===== src/rtl/cop0_regfile.sv =====
// ---------------------------------------------------------------------------
// cop0_regfile
//
// Architectural CP0 register storage. Holds Status, Cause, EPC, ErrorEPC,
// BadVAddr and the Count/Compare timer. It also produces the registered
// interrupt request for the exception unit.
//
// Optional feature macro: COP0_TIMER_EN
//   defined   : Count, Compare, the Count divider and Cause.TI are built.
//   undefined : no timer storage; regs 9/11 read as 0 and TI is tied to 0.
//
// Ports:
//   clk, reset          core clock, synchronous active-high reset
//   we/waddr/wdata      CP0 write port (mtc0 or ERET/EI/DI Status update)
//   raddr/rdata         combinational mfc0 read port (pre-write values)
//   exc_*               exception capture from the commit point
//   hw_int              level-sensitive external interrupt lines
//   status/cause/epc/error_epc   current architectural values
//   int_pending         registered interrupt request
// ---------------------------------------------------------------------------
module cop0_regfile #(
  parameter logic [31:0] PRID      = 32'h0001_8000,
  parameter int          COUNT_DIV = 2
) (
  input  logic        clk,
  input  logic        reset,
  input  logic        we,
  input  logic [4:0]  waddr,
  input  logic [31:0] wdata,
  input  logic [4:0]  raddr,
  output logic [31:0] rdata,
  input  logic        exc_valid,
  input  logic [4:0]  exc_code,
  input  logic [31:0] exc_pc,
  input  logic        exc_bd,
  input  logic        exc_badvaddr_valid,
  input  logic [31:0] exc_badvaddr,
  input  logic [5:0]  hw_int,
  output logic [31:0] status,
  output logic [31:0] cause,
  output logic [31:0] epc,
  output logic [31:0] error_epc,
  output logic        int_pending
);

  // Writable Status bits: IE, EXL, ERL, IM[7:0], BEV, CU0
  localparam logic [31:0] STATUS_MASK  = 32'h1040_FF07;
  localparam logic [31:0] STATUS_RESET = 32'h0040_0004;

  localparam logic [4:0] REG_BADVADDR = 5'd8;
  localparam logic [4:0] REG_COUNT    = 5'd9;
  localparam logic [4:0] REG_COMPARE  = 5'd11;
  localparam logic [4:0] REG_STATUS   = 5'd12;
  localparam logic [4:0] REG_CAUSE    = 5'd13;
  localparam logic [4:0] REG_EPC      = 5'd14;
  localparam logic [4:0] REG_PRID     = 5'd15;
  localparam logic [4:0] REG_ERROREPC = 5'd30;

  logic [31:0] status_q, status_next;
  logic [31:0] epc_q, epc_next;
  logic [31:0] error_epc_q, error_epc_next;
  logic [31:0] badvaddr_q, badvaddr_next;
  logic        bd_q, bd_next;
  logic [4:0]  exc_code_q, exc_code_next;
  logic [1:0]  sw_ip_q, sw_ip_next;
  logic [5:0]  hw_int_q;
  logic        int_pending_q, int_pending_next;
  logic [7:0]  ip_q, ip_next;

  logic        ti, ti_next;
  logic [31:0] count_rd, compare_rd;

  // Exception capture has priority over the write port. EPC and BD are
  // frozen while EXL is already set so a nested exception keeps the
  // original return address.
  always_comb begin
    status_next    = status_q;
    epc_next       = epc_q;
    error_epc_next = error_epc_q;
    badvaddr_next  = badvaddr_q;
    bd_next        = bd_q;
    exc_code_next  = exc_code_q;
    sw_ip_next     = sw_ip_q;
    if (exc_valid) begin
      status_next[1] = 1'b1;
      exc_code_next  = exc_code;
      if (!status_q[1]) begin
        epc_next = exc_bd ? (exc_pc - 32'd4) : exc_pc;
        bd_next  = exc_bd;
      end
      if (exc_badvaddr_valid) begin
        badvaddr_next = exc_badvaddr;
      end
    end else if (we) begin
      case (waddr)
        REG_STATUS:   status_next    = wdata & STATUS_MASK;
        REG_CAUSE:    sw_ip_next     = wdata[9:8];
        REG_EPC:      epc_next       = wdata;
        REG_ERROREPC: error_epc_next = wdata;
        default:      ;
      endcase
    end
  end

  // The interrupt request is computed from the values being written this
  // edge, so it never lags the registers it depends on by more than a cycle.
  always_comb begin
    ip_next          = {hw_int[5] | ti_next, hw_int[4:0], sw_ip_next};
    int_pending_next = status_next[0] & ~status_next[1] & ~status_next[2] &
                       (|(status_next[15:8] & ip_next));
  end

  always_ff @(posedge clk) begin
    if (reset) begin
      status_q      <= STATUS_RESET;
      epc_q         <= '0;
      error_epc_q   <= '0;
      badvaddr_q    <= '0;
      bd_q          <= 1'b0;
      exc_code_q    <= '0;
      sw_ip_q       <= '0;
      hw_int_q      <= '0;
      int_pending_q <= 1'b0;
    end else begin
      status_q      <= status_next;
      epc_q         <= epc_next;
      error_epc_q   <= error_epc_next;
      badvaddr_q    <= badvaddr_next;
      bd_q          <= bd_next;
      exc_code_q    <= exc_code_next;
      sw_ip_q       <= sw_ip_next;
      hw_int_q      <= hw_int;
      int_pending_q <= int_pending_next;
    end
  end

`ifdef COP0_TIMER_EN
  localparam logic [3:0] DIV_LAST = 4'(COUNT_DIV - 1);

  logic [31:0] count_q, count_next;
  logic [31:0] compare_q, compare_next;
  logic [3:0]  div_q, div_next;
  logic        ti_q;
  logic        wr;

  assign wr = we & ~exc_valid;

  // A Count write reloads Count and restarts the divider and never raises
  // TI. Otherwise TI is raised only by an increment landing on Compare.
  // A Compare write always clears TI.
  always_comb begin
    count_next   = count_q;
    compare_next = compare_q;
    div_next     = div_q;
    ti_next      = ti_q;
    if (wr && (waddr == REG_COUNT)) begin
      count_next = wdata;
      div_next   = '0;
    end else if (div_q == DIV_LAST) begin
      div_next   = '0;
      count_next = count_q + 32'd1;
      if ((count_q + 32'd1) == compare_q) begin
        ti_next = 1'b1;
      end
    end else begin
      div_next = div_q + 4'd1;
    end
    if (wr && (waddr == REG_COMPARE)) begin
      compare_next = wdata;
      ti_next      = 1'b0;
    end
  end

  always_ff @(posedge clk) begin
    if (reset) begin
      count_q   <= '0;
      compare_q <= '0;
      div_q     <= '0;
      ti_q      <= 1'b0;
    end else begin
      count_q   <= count_next;
      compare_q <= compare_next;
      div_q     <= div_next;
      ti_q      <= ti_next;
    end
  end

  assign ti         = ti_q;
  assign count_rd   = count_q;
  assign compare_rd = compare_q;
`else
  assign ti         = 1'b0;
  assign ti_next    = 1'b0;
  assign count_rd   = '0;
  assign compare_rd = '0;
`endif

  assign ip_q = {hw_int_q[5] | ti, hw_int_q[4:0], sw_ip_q};

  assign status      = status_q;
  assign cause       = {bd_q, ti, 14'd0, ip_q, 1'b0, exc_code_q, 2'b00};
  assign epc         = epc_q;
  assign error_epc   = error_epc_q;
  assign int_pending = int_pending_q;

  always_comb begin
    rdata = '0;
    case (raddr)
      REG_BADVADDR: rdata = badvaddr_q;
      REG_COUNT:    rdata = count_rd;
      REG_COMPARE:  rdata = compare_rd;
      REG_STATUS:   rdata = status;
      REG_CAUSE:    rdata = cause;
      REG_EPC:      rdata = epc_q;
      REG_PRID:     rdata = PRID;
      REG_ERROREPC: rdata = error_epc_q;
      default:      rdata = '0;
    endcase
  end

endmodule


===== config.mk =====
export PLATFORM = sky130hd
export DESIGN_NAME = cop0_regfile
export DESIGN_NICKNAME = d
export VERILOG_FILES = /design/src/rtl/cop0_regfile.sv
export SDC_FILE = /design/constraint.sdc
export NUM_CORES = 1
export LEC_CHECK = 0
export BUFFER_PORTS_ARGS = -buffer_cell sky130_fd_sc_hd__buf_2
export CAP_MARGIN = 20
export CORE_ASPECT_RATIO = 0.9
export CORE_MARGIN = 2
export CORE_UTILIZATION = 30
export DETAILED_ROUTE_END_ITERATION = 8
export PLACE_DENSITY = 0.6
export SLEW_MARGIN = 20
export SYNTH_ARGS = -nofsm -noshare
export SYNTH_HDL_FRONTEND = slang
export SYNTH_SLANG_ARGS = --single-unit

===== constraint.sdc =====
create_clock -name clk -period 2.4 [get_ports clk]
set_clock_uncertainty 0.2 [all_clocks]
set_input_delay 0.36 -clock clk [delete_from_list [all_inputs] [get_ports clk]]
set_output_delay 0.36 -clock clk [all_outputs]
set_load 0.05 [all_outputs]

==> summary.txt, run 1 <==
Clock tree
  – Root buffer selected by CTS: clkbuf_16
  – # clock sinks: 124
  – Number of buffers between clock root and the deepest sink: 2
  – # Post-CTS Setup Buffers: 0
  – Skew-Pair Late Insertion Delay: 0.41 ns
  – Clock input transition at the sequential cells of the worst setup and hold paths: 0.05 ns
  – CTS tree: done
  – Number of levels the H-tree was split into: 4
  – Number of buffers inserted during clock tree synthesis: 17

Floorplanning
  – # rows: 50
  – Number of ports placed on the die boundary: 284
  – Standard cell core area: 0.0209 mm^2
  – Overall die height: 143 um
  – Width of the die: 158 um
  – Die Outline Area: 0.0226 mm^2
  – Initial core utilization: 30.7%

Synth
  – #FFs+latches synth: 124
  – Adder-cell share of the synthesized area: 0.195%
  – Synth unique cells: 67
  – Post-synth top area share: 38.7%
  – Combinational family with the most area after synthesis: simple AND/OR/NAND/NOR gates
  – Cell type contributing the most total cell area after synthesis: dfxtp_1
  – Synth Area in XOR/XNOR: 2.86%
  – Portion of netlist area occupied by mux cells: 3.16%
  – EDFF count, synth: 0
  – Netlist area before placement: 0.00642 mm^2
  – Post-Syn Instances: 800
  – Dominant register cell in the synthesized netlist: dfxtp_1
  – Mean Syn Cell Area: 8.03 um^2
  – Simple-gate share of the synthesized area: 24.7%
  – Async set-reset flop share out of synthesis: 0%
  – Post-synthesis sequential area ratio: 38.7%
  – Number of warning messages in the yosys log: 0
  – Dominant cells by area after synthesis: dfxtp_1 39%, nand2_1 9.9%, a21oi_1 7.0%, buf_4 4.4%, clkbuf_1 2.9%
  – Complex-gate fraction of the synthesized area: 21.2%

Setup path
  – Critical Path Start Type: input pin
  – Worst setup path category: in2out
  – Type of destination of the critical path: output pin
  – Crit-path slowest cell: buf_4
  – Cells along the critical path: buf_2 > nand2_1 > buf_4 > nor4b_2 > buf_4 > a22oi_1 > nand4_1 > clkbuf_4
  – Arrival time of the worst setup path: 1.76 ns
  – Critical Path Most Common Cell: buf_4
  – Maximum fanout along the worst path: 14
  – WP data required: 1.84 ns
  – Largest stage delay, worst path: 0.26 ns

Timing
  – Transition time at the pin with the least slew margin: 0.743 ns
  – Worst relative slew slack: 50.5%
  – Endpoints failing hold: 0
  – Shortest period the worst path allows: 2.32 ns
  – Minimum setup slack in the final design: 0.0810 ns
  – RSZ-0062 raised after global routing: no
  – Ratio of final minimum period to clock period: 96.6%
  – Pins over their slew limit: 0
  – Setup violation total in the final timing report: 0
  – Final worst hold slack: 0.0209 ns
  – Max Clock Freq: 431 MHz

Final layout
  – Most frequent standard cell in the layout excluding fill and tap cells: buf_2
  – Final-stage net count: 1,228
  – Fraction of final layout cells with drive strength greater than 1: 32.0%
  – Fillers: 2,129
  – Utilization after layout: 44.1%
  – Leading cell types in the layout, fill and taps excluded: 243 x buf_2, 170 x nand2_1, 124 x dfxtp_1
  – Layout overhead on the synthesized area: 43.6%

Route
  – DR DRC count: 0
  – Routed length on met2: 11.2 mm
  – Wl on met1: 12.4 mm
  – Post-detailed-route via-to-cell ratio: 4.95
  – Highest metal layer with signal wires: met4
  – Number of nets still failing antenna checks after routing: 0
  – First-pass iteration count of the detailed router: 9
  – Drt initial violations: 755
  – WL final: 26.4 mm
  – Via count: 6,964
  – DR WL/cell: 18.8 um
  – Met3 WL post-DR: 2.21 mm

Worst hold path
  – Path type of the worst min-delay path: in2reg

Power
  – Pwr per Cell Area: 624 mW/mm^2
  – Worst voltage drop across the vdd grid: 471 uV
  – Total leakage power: 4.20 nW
  – Total power of the final layout: 5.75 mW

GRT
  – Final global-route overflow total: 0
  – Total GRT Usage: 22.6%
  – Global-route wire length before repair: 38.1 mm
  – Vias in the first global route: 6,310
  – Initial antenna violation count: 4
  – Maximum number of pins on one net before global-route repair: 56

Placed design
  – Setup slack after placement: 0.0430 ns
  – Port-buffer cells: 246
  – Routability cong.: 0.949
  – Post-detail-place hpwl: 20.2 mm

Outcome
  – Status: complete, no violations

Job
  – Max_cap viols: 0
==> registers in the layout (all words and copies together), names as in the netlist <==
signal and flops:
epc 32, sw_ip_q 2, badvaddr_q 32, int_pending 1, status 13, error_epc 32
hw_int_q 6, bd_q 1, exc_code_q 5
==> path summary, 6_finish.rpt <==
check / from / end / slack (ns) / depth (start not counted)
setup reg to reg: status[1] / epc[19] / 0.38 / 5
hold / removal: wdata[12] / error_epc[12] / 0.02 / 3
hold reg to reg: badvaddr_q[16] / badvaddr_q[16] / 0.25 / 2
setup / recovery: raddr[2] / rdata[15] / 0.08 / 8
==> synthesized netlist by cell type (all sizes together), types with 3 or more instances <==
cell type,number
a2111oi,3
a211o,4
a211oi,7
a21boi,4
a21oi,90
a221o,9
a222oi,13
a22o,9
a22oi,18
a31o,4
a31oi,6
and2,3
and3,11
buf,46
clkbuf,49
dfxtp,124
inv,19
mux2i,18
nand2,171
nand3,16
nand4,4
nor2,43
nor2b,5
nor3,17
nor3b,3
nor4,11
nor4b,4
o211ai,5
o21ai,12
o22ai,6
or2,3
or3,11
or4,4
xnor2,15
xor2,6
==> area by class of cell <==
class / instances / area [um^2] / area share (%)
Tap cell: 286 / 358 / 3.88
Clock inverter: 8 / 92.6 / 1.00
Timing Repair Buffer: 344 / 2170 / 23.6
Antenna cell: 4 / 10.0 / 0.109
Inverter: 19 / 71.3 / 0.773
Multi-Input combinational cell: 598 / 3570 / 38.7
Sequential cell: 124 / 2480 / 26.9
Clock buffer: 23 / 468 / 5.07
==> critical path, delay by kind of cell <==
kind	cells	cell delay, ns
AND/OR/NAND/NOR	3	0.48
AO/OA/AOI/OAI	1	0.15
buffers and inverters	4	0.76
==> logic make-up after synthesis <==
kind of cell,count (synthesis)
AO/OA/AOI/OAI,203
XOR/XNOR,21
adder cells (fa/ha/maj),1
buffers and inverters,114
flip-flops,124
multiplexers,20
other,1
AND/OR/NAND/NOR,316
==> where the power goes <==
group,switching (mW),internal [mW]
logic,0.709,0.333
registers,0.0867,2.14
clock network,0.917,1.57
==> timing repair <==
| item | 4_1_cts | 5_1_grt |
|---|---|---|
| endpoints found under the setup margin | 0 | 1 |
| endpoints found under the hold margin | 53 | 1 |
| gates resized for setup | 0 | 1 |
| hold buffers | 53 | 1 |
==> routing by layer <==
| layer | vias to the layer above | track usage, % |
|---|---|---|
| li1 | 3377 | - |
| met1 | 3242 | 33.1 |
| met2 | 312 | 32.1 |
| met3 | 33 | 5.28 |
| met4 | 0 | 7.97 |
| met5 | - | 0 |
==> metrics by stage <==
| stage | instances | area (um^2) | TNS (ns) |
|---|---|---|---|
| 2_1_floorplan | 836 | 6600 | -0.0712 |
| 3_3_place_gp | 1317 | 8110 | 0 |
| 3_5_place_dp | 1317 | 8110 | 0 |
| 4_1_cts | 1401 | 9200 | 0 |
| 5_1_grt | 1405 | 9220 | 0 |
| 6_report | 1406 | 9220 | 0 |
Power figures use the tool's default switching activity.
==> inputs of run 2 (changes only) <==
==> constraint.sdc (replaced) <==
create_clock -name clk -period 2.65 [get_ports clk]
set_clock_uncertainty 0.2 [all_clocks]
set_input_delay 0.3975 -clock clk [delete_from_list [all_inputs] [get_ports clk]]
set_output_delay 0.3975 -clock clk [all_outputs]
set_load 0.05 [all_outputs]
==> run 2 against run 1 <==
- the run now ends with design-rule violations left
- final cell count down 5.6%
- via count is 4.3% lower
- register-to-register slack improved by 0.47 ns
- sequential power shrank 9.4%
- critical path depth decreased by 1
- first-iteration DRC count fell by 19%
- clock power shrank 8.5%
- design area down 8.4%
- largest power group unchanged
==> summary.txt, run 2 (synthesized netlist as in run 1, its figures left out) <==
Timing
  – Endpoints failing hold: 0 (unchanged)
  – Shortest period the worst path allows: 2.40 ns
  – Minimum setup slack in the final design: 0.249 ns (was 0.0810 ns)
  – RSZ-0062 raised after global routing: no (unchanged)
  – Setup total negative slack: 0 ns (unchanged)
  – Max Clock Freq: 416 MHz
  – Pins over their slew limit: 0 (unchanged)
  – Setup violation total in the final timing report: 0 (unchanged)
  – Transition time at the pin with the least slew margin: 0.759 ns (was 0.743 ns)
  – Worst relative slew slack: 49.4% (was 50.5%)
  – Ratio of final minimum period to clock period: 90.6%

Placed design
  – Routability cong.: 0.962 (was 0.949)
  – Setup slack after placement: 0.247 ns (was 0.0430 ns)
  – Port-buffer cells: 246 (unchanged)
  – Post-detail-place hpwl: 19.5 mm (was 20.2 mm)

GRT
  – Global-route wire length before repair: 36.0 mm (was 38.1 mm)
  – Final global-route overflow total: 0 (unchanged)
  – Vias in the first global route: 5,981 (was 6,310)
  – Total GRT Usage: 21.4% (was 22.6%)
  – Initial antenna violation count: 4 (unchanged)
  – Maximum number of pins on one net before global-route repair: 69 (was 56)

Route
  – Via count: 6,662 (was 6,964)
  – DR DRC count: 2 (was 0)
  – First-pass iteration count of the detailed router: 9 (unchanged)
  – DR WL/cell: 19.0 um (was 18.8 um)
  – Number of nets still failing antenna checks after routing: 0 (unchanged)
  – Drt initial violations: 608 (was 755)
  – Post-detailed-route via-to-cell ratio: 5.02 (was 4.95)
  – WL final: 25.2 mm (was 26.4 mm)

Power
  – Total power of the final layout: 5.13 mW (was 5.75 mW)
  – Switching power: 1.53 mW (was 1.71 mW)
  – Share of power burned in combinational logic: 16.4% (was 18.1%)
  – Pwr per Cell Area: 608 mW/mm^2 (was 624 mW/mm^2)
  – Share of power burned in registers: 39.4% (was 38.7%)
  – Internal power: 3.61 mW (was 4.04 mW)
  – Switching share of power: 29.7% (was 29.8%)
  – Total leakage power: 3.80 nW (was 4.20 nW)
  – Clock share of power: 44.2% (was 43.2%)
  – Worst voltage drop across the vdd grid: 404 uV (was 471 uV)

Floorplanning
  – # rows: 50 (unchanged)
  – Width of the die: 158 um (unchanged)
  – Standard cell core area: 0.0209 mm^2 (unchanged)
  – Initial core utilization: 30.7% (unchanged)
  – Number of ports placed on the die boundary: 284 (unchanged)
  – Overall die height: 143 um (unchanged)
  – Die Outline Area: 0.0226 mm^2 (unchanged)

Clock tree
  – Skew-Pair Late Insertion Delay: 0.41 ns (about the same)
  – CTS tree: done (unchanged)
  – Number of buffers between clock root and the deepest sink: 2 (unchanged)
  – # Post-CTS Setup Buffers: 0 (unchanged)
  – # clock sinks: 124 (unchanged)
  – Number of levels the H-tree was split into: 4 (unchanged)
  – Clock input transition at the sequential cells of the worst setup and hold paths: 0.06 ns (was 0.05 ns)
  – # hold bufs at CTS: 0 (was 53)
  – Number of buffers inserted during clock tree synthesis: 17 (unchanged)
  – Root buffer selected by CTS: clkbuf_16 (unchanged)
  – Total of cells resized after clock tree synthesis: 0 (unchanged)

Setup path
  – Crit-path slowest cell: nor4b_2 (was buf_4)
  – Maximum fanout along the worst path: 30 (was 14)
  – Arrival time of the worst setup path: 1.80 ns (was 1.76 ns)
  – Critical Path Most Common Cell: buf_2 (was buf_4)
  – Cells along the critical path: buf_2 > nand2_1 > nor4b_2 > buf_12 > a22o_1 > a221o_1 > buf_2 (was buf_2 > nand2_1 > buf_4 > nor4b_2 > buf_4 > a22oi_1 > nand4_1 > clkbuf_4)
  – WP data required: 2.05 ns (was 1.84 ns)
  – Largest stage delay, worst path: 0.37 ns (was 0.26 ns)
  – Critical Path Start Type: input pin (unchanged)
  – Worst setup path category: in2out (unchanged)
  – Worst path top cell family by delay: buffers and inverters (unchanged)
  – Worst path buffer plus inverter count: 3 (was 4)
  – Type of destination of the critical path: output pin (unchanged)

Final layout
  – Leading cell types in the layout, fill and taps excluded: 245 x buf_2, 170 x nand2_1, 124 x dfxtp_1 (was 243 x buf_2, 170 x nand2_1, 124 x dfxtp_1)
  – Fillers: 2,240 (was 2,129)
  – Final-stage net count: 1,151 (was 1,228)
  – Fraction of final layout cells with drive strength greater than 1: 31.3% (was 32.0%)
  – Most frequent standard cell in the layout excluding fill and tap cells: buf_2 (unchanged)
  – Layout overhead on the synthesized area: 31.5% (was 43.6%)
  – Area used by multi-input combinational logic: 0.00353 mm^2 (was 0.00357 mm^2)
  – Flip-flop and latch area: 0.00248 mm^2 (unchanged)

Job
  – Max_cap viols: 0 (unchanged)

Outcome
  – Status: finished with violations (was complete, no violations)
  – Violated checks: design-rule violations

Worst hold path
  – Path type of the worst min-delay path: in2reg (unchanged)
run 2: worst register-to-register path: stages, from the launching register on:
cell and delay [ns]:
dfxtp_1 0.30, nand2b_1 0.21, o41a_1 0.15, buf_4 0.25, or3_1 0.36, o21ai_0 0.12
a211oi_2 0.07
run 2: power by group through the flow:
stage | clock [mW] | sequential (mW) | combinational [mW]
2_1_floorplan | 0 | 2.19 | 0.434
3_3_place_gp | 0 | 2.06 | 0.837
3_5_place_dp | 0 | 2.06 | 0.840
4_1_cts | 2.29 | 2.02 | 0.842
5_1_grt | 2.37 | 2.03 | 0.901
6_report | 2.27 | 2.02 | 0.843
run 2: stage by stage:
step	instances	area, um^2	util (%)	hold slack, ns
after floorplan	836	6560	-	0.236
after global placement	1294	7870	37.7	0.243
after detailed placement	1294	7870	37.7	0.248
after CTS	1324	8440	40.4	0.00264
after global routing	1326	8440	40.4	0.0106
final	1327	8440	40.4	0.0173
run 2: routing by layer:
layer | GRT usage (%) | routed length, um
met2 | 30.7 | 10700
met1 | 31.1 | 11800
met5 | 0 | 12
met4 | 6.02 | 437
met3 | 6.04 | 2210
run 2: layout make-up:
cell class,count,area share [%]
multi-input cells,598,41.8
repair buffers,267,16.9
inverters,19,0.845
clock buffers,23,5.66
well taps,286,4.24
diodes,3,0.0889
clock inverters,7,1.07
flip-flops and latches,124,29.4
run 2: path summary, 6_finish.rpt:
path	startpoint	endpoint	slack [ns]	depth (start not counted)
worst min-delay path	hw_int[3]	hw_int_q[3]	0.02	2
worst max-delay path	raddr[2]	rdata[1]	0.25	7
worst min register to register	badvaddr_q[5]	badvaddr_q[5]	0.26	2
worst max register to register	status[1]	epc[26]	0.85	6
